$ cat config.mk
export PLATFORM = sky130hd
export DESIGN_NAME = sum_accumulator
export DESIGN_NICKNAME = d
export VERILOG_FILES = /design/src/rtl/sum_acc_pkg.sv /design/src/rtl/sum_acc_add.sv /design/src/rtl/sum_accumulator.sv
export SDC_FILE = /design/constraint.sdc
export NUM_CORES = 1
export LEC_CHECK = 0
export BUFFER_PORTS_ARGS = -buffer_cell sky130_fd_sc_hd__buf_2
export CORE_MARGIN = 2
export CORE_UTILIZATION = 44
export CTS_CLUSTER_DIAMETER = 50
export DETAILED_ROUTE_END_ITERATION = 8
export PLACE_DENSITY = 0.68
export SYNTH_ARGS = -nofsm -noshare
export SYNTH_HDL_FRONTEND = slang
export SYNTH_SLANG_ARGS = --single-unit
export TNS_END_PERCENT = 50
$ cat constraint.sdc
create_clock -name clk -period 2.6 [get_ports clk]
set_clock_uncertainty 0.1 [all_clocks]
set_input_delay 0.26 -clock clk [delete_from_list [all_inputs] [get_ports clk]]
set_output_delay 0.26 -clock clk [all_outputs]
set_load 0.02 [all_outputs]
$ cat src/rtl/sum_acc_pkg.sv
// Shared types and default widths for the sum accumulator slice.
package sum_acc_pkg;

    typedef enum logic {ACCUM, HOLD} sum_acc_state_t;

    localparam int SUM_ACC_SWIDTH = 9;
    localparam int SUM_ACC_CWIDTH = 4;

endpackage

$ cat src/rtl/sum_acc_add.sv
// Accumulator adder with carry-out detect.
// SUM_ACC_SAT_EN: clamp the result to all-ones on carry-out instead of wrapping.
module sum_acc_add #(
    parameter int SWIDTH = 9,
    parameter int AWIDTH = 13
) (
    input  logic [AWIDTH-1:0] acc,
    input  logic [SWIDTH-1:0] sm,
    output logic [AWIDTH-1:0] sum,
    output logic              carry
);

    localparam int PAD = AWIDTH + 1 - SWIDTH;

    logic [AWIDTH:0] full;

    assign full  = {1'b0, acc} + {{PAD{1'b0}}, sm};
    assign carry = full[AWIDTH];

`ifdef SUM_ACC_SAT_EN
    // Once clamped, any further non-zero beat carries again, so the total stays pinned.
    assign sum = carry ? {AWIDTH{1'b1}} : full[AWIDTH-1:0];
`else
    assign sum = full[AWIDTH-1:0];
`endif

endmodule

$ cat src/rtl/sum_accumulator.sv
// Accumulates COUNT adder sums per frame and presents the total on a valid/ready port.
// Saturating vs wrapping total is selected by SUM_ACC_SAT_EN (see sum_acc_add).
//   state | meaning
//   ACCUM | accepting beats into the running total
//   HOLD  | frame result presented, waiting for the consumer
module sum_accumulator
    import sum_acc_pkg::*;
#(
    parameter int SWIDTH = SUM_ACC_SWIDTH,
    parameter int COUNT  = 4,
    parameter int AWIDTH = SWIDTH + 4,
    parameter int CWIDTH = SUM_ACC_CWIDTH
) (
    input  logic              clk,
    input  logic              rst,
    input  logic              in_valid,
    output logic              in_ready,
    input  logic [SWIDTH-1:0] sm_r,
    input  logic              sm_zero_r,
    output logic              out_valid,
    input  logic              out_ready,
    output logic [AWIDTH-1:0] acc,
    output logic [CWIDTH-1:0] zero_cnt,
    output logic              overflow
);

    localparam logic [CWIDTH-1:0] LAST_BEAT = CWIDTH'(COUNT - 1);

    sum_acc_state_t    state, state_nxt;
    logic [CWIDTH-1:0] cnt;
    logic [AWIDTH-1:0] acc_nxt;
    logic              carry;
    logic              accept;
    logic              take;

    sum_acc_add #(
        .SWIDTH (SWIDTH),
        .AWIDTH (AWIDTH)
    ) u_add (
        .acc   (acc),
        .sm    (sm_r),
        .sum   (acc_nxt),
        .carry (carry)
    );

    assign accept = in_valid & in_ready;
    assign take   = out_valid & out_ready;

    always_comb begin
        state_nxt = state;
        in_ready  = 1'b0;
        out_valid = 1'b0;
        case (state)
            ACCUM: begin
                in_ready = 1'b1;
                if (accept && cnt == LAST_BEAT) begin
                    state_nxt = HOLD;
                end
            end
            HOLD: begin
                out_valid = 1'b1;
                if (out_ready) begin
                    state_nxt = ACCUM;
                end
            end
            default: state_nxt = ACCUM;
        endcase
    end

    always_ff @(posedge clk) begin
        if (rst) begin
            state    <= ACCUM;
            acc      <= '0;
            zero_cnt <= '0;
            cnt      <= '0;
            overflow <= 1'b0;
        end else begin
            state <= state_nxt;
            if (accept) begin
                acc      <= acc_nxt;
                zero_cnt <= zero_cnt + CWIDTH'(sm_zero_r);
                overflow <= overflow | carry;
                cnt      <= (cnt == LAST_BEAT) ? '0 : cnt + CWIDTH'(1);
            end else if (take) begin
                acc      <= '0;
                zero_cnt <= '0;
                overflow <= 1'b0;
            end
        end
    end

endmodule

==> results.txt, run 1 <==
Status = complete, no violations
Largest cells by area after synthesis = dfxtp_1 34%, ha_1 11%, nor2_1 3.6%, a22o_1 3.2%, nand2_1 3.0%
Final Hold Fails = 0
1st-iter DRT viols = 26
Max_slew headroom = 66.39%
RSZ-0062 raised after global routing = false
Worst-Margin Slew = 0.5031 ns
Die span in y = 59.57 µm
Antenna diodes = 0
Final WL = 2.891 mm
Via-to-Cell Ratio = 5.676
DP Area = 0.001546 mm²
Pleak = 0.7331 nW
Fmax = 440.6 MHz
Dpl hpwl = 2.256 mm
Crit-path max cell delay = 0.40 ns
Routed len/inst = 13.57 µm
First-pass GRT wire length = 4.899 mm
Mapped Area = 0.001359 mm²
Final setup TNS = 0 ns
GRT overflow = 0
Post-place setup slack = 0.2780 ns
Final ANT Viol Nets = 0
Min Tclk post-route = 2.270 ns
Clock transition at the registers of the reported paths = 0.13 ns
CTS resizes = 0
Maximum vdd drop = 0.0002749 V
Slowest cell on the critical path = fa_1
I/O Buffers = 33
Clock sink count = 23
Vias = 1,209
Crit-path max FO = 3
Ratio of cells with drive above 1 in the final layout = 26.67%
Post-synth EDFFs = 0
Seq cells post-synth = 23
Hold buffers post-CTS = 0
Worst path bufs/invs = 0
Largest net degree at the start of global routing = 20
Drt drc = 0
Most common cell after layout, fill and taps aside = buf_2
Initial core utilization = 45.25%
Number of global-route vias before repair = 1,125
Clock Path Buffers = 2
Final instance area = 0.001574 mm²
Initial antenna violation count = 0
Number of buffers created by CTS = 3
Initial DRT Pass Iterations = 4
Synth async-reset ratio = 0%
Setup ws final = 0.3303 ns
Count of max-cap constraint violations = 0
CTS tree = done
Routability cong. = 0.7843
Synth warn = 0
Tightest Hold Check Type = in -> reg
Die ar. = 0.003549 mm²
Max-slew violation count = 0
Synth area leader = dfxtp_1
Critical Path, Cell by Cell = ha_1 -> fa_1 -> a21o_1 -> a221oi_2 -> o21ai_1 -> nand3_1 -> mux2_1
Setup CP Type = reg -> reg
Avg Inst Size Synth = 9.307 µm²
Root buf cell = clkbuf_4
Clock latency on the worst-skew pair = 0.32 ns
Post-CTS setup buffers = 0
CTS H-tree depth = 1
Mapped Nets = 173
WP data required = 2.72 ns
CP Capture Type = flip-flop
Netlist cell types = 48
Main synth FF type = dfxtp_1
Core region area = 0.003003 mm²
Final Cycle Share = 87.29%
Critical Path Start Type = flip-flop
Total GRT Usage = 18.10%
Syn Inst Count = 146
Power per Cell Area = 560.6 mW/mm²
Seq/Total Area, Yosys = 33.89%
Area added between synthesis and finish = 15.84%
Nets = 208
Final setup violation count = 0
Top-level I/O count = 34
FP Rows = 20
Chip width = 59.57 µm
Critical Path AT = 2.39 ns
Commonest cells after routing, fill and taps aside = 33 x buf_2, 23 x dfxtp_1, 13 x nor2_1, 12 x ha_1, 11 x nand2_1
Top cell type's share of synthesized area = 33.89%
Worst path top cell family by delay = compound AO/OA/AOI/OAI gates
## report_power, final
| group | switching (W) | internal [W] |
|---|---|---|
| Clock | 0.000113 | 0.0000576 |
| Sequential | 0.0000306 | 0.000384 |
| Combinational | 0.000166 | 0.000132 |
| Total | 0.000309 | 0.000573 |
## cell type report
type / instances / area, µm²
Inverter: 2 / 7.507
Timing Repair Buffer: 34 / 172.7
Sequential cell: 23 / 460.4
Clock buffer: 3 / 22.52
Clock inverter: 1 / 5.005
Tap cell: 33 / 41.29
Fill cell: 301 / 1429
Multi-Input combinational cell: 117 / 864.6
## synth_stat cells (2+ instances only)
master and instances:
dfxtp_1 23, nor2_1 13, ha_1 12, nand2_1 11, a21oi_1 8, nand3_1 6
a22o_1 5, a22oi_1 5, o21a_1 5, a21o_1 4, xor2_1 4, clkbuf_1 3
nor3_1 3, nor3b_1 3, xnor2_1 3, a21oi_2 2, and3_1 2, nand4_1 2
o211ai_1 2, or2_1 2
## tightest hold or removal path, delay by kind of cell
kind,cells,cell delay [ns]
and+or+nand+nor,1,0.04
buffers and inverters,1,0.10
AOI/OAI and AO/OA,1,0.15
## cell families (layout without fill, tap and decap cells)
| logic type | count (synthesis) | in the layout | share of synthesized area [%] |
|---|---|---|---|
| adder cells (fa/ha/maj) | 13 | 13 | 12.52 |
| buffers and inverters | 6 | 40 | 2.485 |
| multiplexers | 1 | 1 | 0.8287 |
| AND/OR/NAND/NOR | 52 | 52 | 20.63 |
| flip-flops | 23 | 23 | 33.89 |
| XOR/XNOR | 7 | 7 | 4.512 |
| AO/OA/AOI/OAI | 44 | 44 | 25.14 |
## final timing paths
| kind | slack, ns | endpoint | from | cells past startpoint |
|---|---|---|---|---|
| worst max-delay path | 0.33 | acc[12]$_SDFFE_PP0P_ | acc[0]$_SDFFE_PP0P_ | 7 |
| worst min-delay path | 0.17 | state$_SDFF_PP0_ | out_ready | 3 |
| worst max register to register | 0.33 | acc[12]$_SDFFE_PP0P_ | acc[0]$_SDFFE_PP0P_ | 7 |
| worst min register to register | 0.40 | cnt[1]$_SDFFE_PP0P_ | cnt[1]$_SDFFE_PP0P_ | 2 |
## state kept, by name, indices dropped and copies added, names as in the netlist
register and count:
cnt 4, acc 13, state 1, zero_cnt 4, overflow 1
## layer usage
layer | wire [µm] | global-route usage (%) | up-vias
li1 | - | - | 612
met1 | 1382 | 22.18 | 574
met5 | 0 | 0 | -
met4 | 51 | 8.571 | 0
met3 | 93 | 1.965 | 4
met2 | 1363 | 31.40 | 19
## through the flow
step	cells	power, W	util, %	hold WS [ns]
2_1_floorplan	146	0.0006430	-	0.3453
3_3_place_gp	209	0.0007103	51.50	0.3667
3_5_place_dp	209	0.0007212	51.50	0.3854
4_1_cts	213	0.0008970	52.42	0.1475
5_1_grt	213	0.0009488	52.42	0.1546
6_report	213	0.0008823	52.42	0.1678
(Power assumes the default switching activity.)
==> run 2: changes to the inputs <==
--- a/config.mk
+++ b/config.mk
@@ -6,7 +6,7 @@
 export NUM_CORES = 1
 export LEC_CHECK = 0
 export BUFFER_PORTS_ARGS = -buffer_cell sky130_fd_sc_hd__buf_2
-export CORE_MARGIN = 2
+export CORE_MARGIN = 5
 export CORE_UTILIZATION = 44
 export CTS_CLUSTER_DIAMETER = 50
 export DETAILED_ROUTE_END_ITERATION = 8
==> results.txt, run 2 (synthesized netlist as in run 1, its figures left out) <==
Status = complete, no violations
Placed cell count = 209
Worst setup path endpoint = acc[12]$_SDFFE_PP0P_
Chip width = 65.57 µm
1st-iter DRT viols = 42
Hold WS = 0.1893 ns
Min Tclk post-route = 2.306 ns
Critical Path AT = 2.41 ns
Sw Ratio = 35.00%
Clock latency on the worst-skew pair = 0.31 ns
Area added between synthesis and finish = 15.84%
Biggest register = acc
Met3 Use GR = 3.419%
Final Cycle Share = 88.68%
Die ar. = 0.004299 mm²
Clock transition at the registers of the reported paths = 0.14 ns
Initial DRT Pass Iterations = 4
R2r endpoint = acc[12]$_SDFFE_PP0P_
Final ANT Viol Nets = 0
Reg-to-reg startpoint = acc[0]$_SDFFE_PP0P_
Pleak = 0.7331 nW
Total GRT Usage = 14.27%
CTS tree = done
Top flop regs = acc x13, cnt x4, zero_cnt x4
Ratio of cells with drive above 1 in the final layout = 26.67%
RSZ-0062 raised after global routing = false
CTS H-tree depth = 1
Final WL = 2.951 mm
Commonest cells after routing, fill and taps aside = 33 x buf_2, 23 x dfxtp_1, 13 x nor2_1, 12 x ha_1, 11 x nand2_1
Max-slew violation count = 0
Worst-Margin Slew = 0.5316 ns
Reg-to-reg slack, setup = 0.29 ns
Slowest cell on the critical path = fa_1
Clock sink count = 23
Power per Cell Area = 560.3 mW/mm²
Root buf cell = clkbuf_4
Dpl hpwl = 2.295 mm
CTS resizes = 0
GR Layer Usage met1 = 17.26%
Tightest Hold Check Type = in -> reg
CP Capture Type = flip-flop
Most common cell after layout, fill and taps aside = buf_2
Final Hold Fails = 0
Critical Path Start Type = flip-flop
Number of global-route vias before repair = 1,135
Count of max-cap constraint violations = 0
Busiest layer in global routing = met2
Clock Path Buffers = 2
Maximum vdd drop = 0.0003039 V
Nets = 208
FP Rows = 20
Routed len/inst = 13.85 µm
Setup CP Type = reg -> reg
Combinational power share = 33.7%
Vias = 1,232
I/O Buffers = 33
Hold buffers post-CTS = 0
Core Util, Final = 52.42%
Initial antenna violation count = 0
Clock power frac = 19.3%
WP data required = 2.71 ns
GRT overflow = 0
Core region area = 0.003003 mm²
Die span in y = 65.57 µm
Largest register FFs = 13
Post-CTS setup buffers = 0
Net Sw Power = 0.0003087 W
Worst r2r path cells = 7
Final cell count without fillers = 213
Pint = 0.0005733 W
Via-to-Cell Ratio = 5.784
Top-level I/O count = 34
Drt drc = 0
Final setup violation count = 0
Max_slew headroom = 64.37%
Largest net degree at the start of global routing = 20
Crit-path max FO = 3
Initial core utilization = 45.25%
Fmax = 433.7 MHz
Routability cong. = 0.7947
Crit-path max cell delay = 0.41 ns
Met2 usage = 24.65%
Number of buffers created by CTS = 3
Final setup TNS = 0 ns
Sequential group share of total power = 47.0%
Antenna diodes = 0
Critical Path, Cell by Cell = ha_1 -> fa_1 -> a21o_1 -> a221oi_2 -> o21ai_1 -> nand3_1 -> mux2_1
Worst setup startpoint = acc[0]$_SDFFE_PP0P_
First-pass GRT wire length = 4.899 mm
## run 2: cell counts in the layout (fill, tap and decap cells not counted)
No cell type changed its count.
## run 2: how the worst min path moves through the flow
| stage | from | end | slack [ns] | depth (start not counted) |
|---|---|---|---|---|
| 6_report | out_ready | state$_SDFF_PP0_ | 0.19 | 3 |
| 5_1_grt | out_ready | state$_SDFF_PP0_ | 0.18 | 3 |
| 4_1_cts | out_ready | state$_SDFF_PP0_ | 0.18 | 3 |
| 3_5_place_dp | zero_cnt[2]$_SDFFE_PP0P_ | zero_cnt[2]$_SDFFE_PP0P_ | 0.39 | 2 |
| 3_3_place_gp | cnt[1]$_SDFFE_PP0P_ | cnt[1]$_SDFFE_PP0P_ | 0.37 | 2 |
| 2_1_floorplan | rst | acc[10]$_SDFFE_PP0P_ | 0.35 | 2 |
## run 2: power groups by stage
stage | Combinational [W] | Sequential [W] | Clock [W]
after CTS | 0.000299 | 0.000415 | 0.000176
after detailed placement | 0.000298 | 0.000423 | 0
after floorplan | 0.000191 | 0.000452 | 0
after global placement | 0.000292 | 0.000419 | 0
after global routing | 0.000327 | 0.000419 | 0.000189
final | 0.000297 | 0.000415 | 0.000170
## run 2: per-layer routing
layer / share of wire, % / vias to the layer above
met5: 0 / -
met4: 1.3 / 0
met2: 47 / 25
met3: 4.6 / 6
li1: - / 621
met1: 47 / 580
## run 2: final cells by class
cell class                 instances  area (µm²)
multi-input combinational        117       864.6
timing repair buffer              34       172.7
clock inverter                     1       5.005
tap                               33       41.29
sequential                        23       460.4
clock buffer                       3       22.52
inverter                           2       7.507
fill                             280        1429
## run 2: stage by stage
stage / total power [W] / setup slack (ns) / cell area, µm²
detailed placement: 0.0007203 / 0.2506 / 1546
CTS: 0.0008899 / 0.2902 / 1574
global route: 0.0009346 / 0.1438 / 1574
finish: 0.0008819 / 0.2943 / 1574
floorplan: 0.0006430 / 0.3823 / 1359
global placement: 0.0007116 / 0.3261 / 1546
## run 2: worst max-delay path, delay by kind of cell (launching register included)
family                   cells  cell delay (ns)
AO/OA/AOI/OAI                3             0.70
adder cells (fa/ha/maj)      2             0.62
flip-flops                   1             0.35
multiplexers                 1             0.32
AND/OR/NAND/NOR              1             0.11
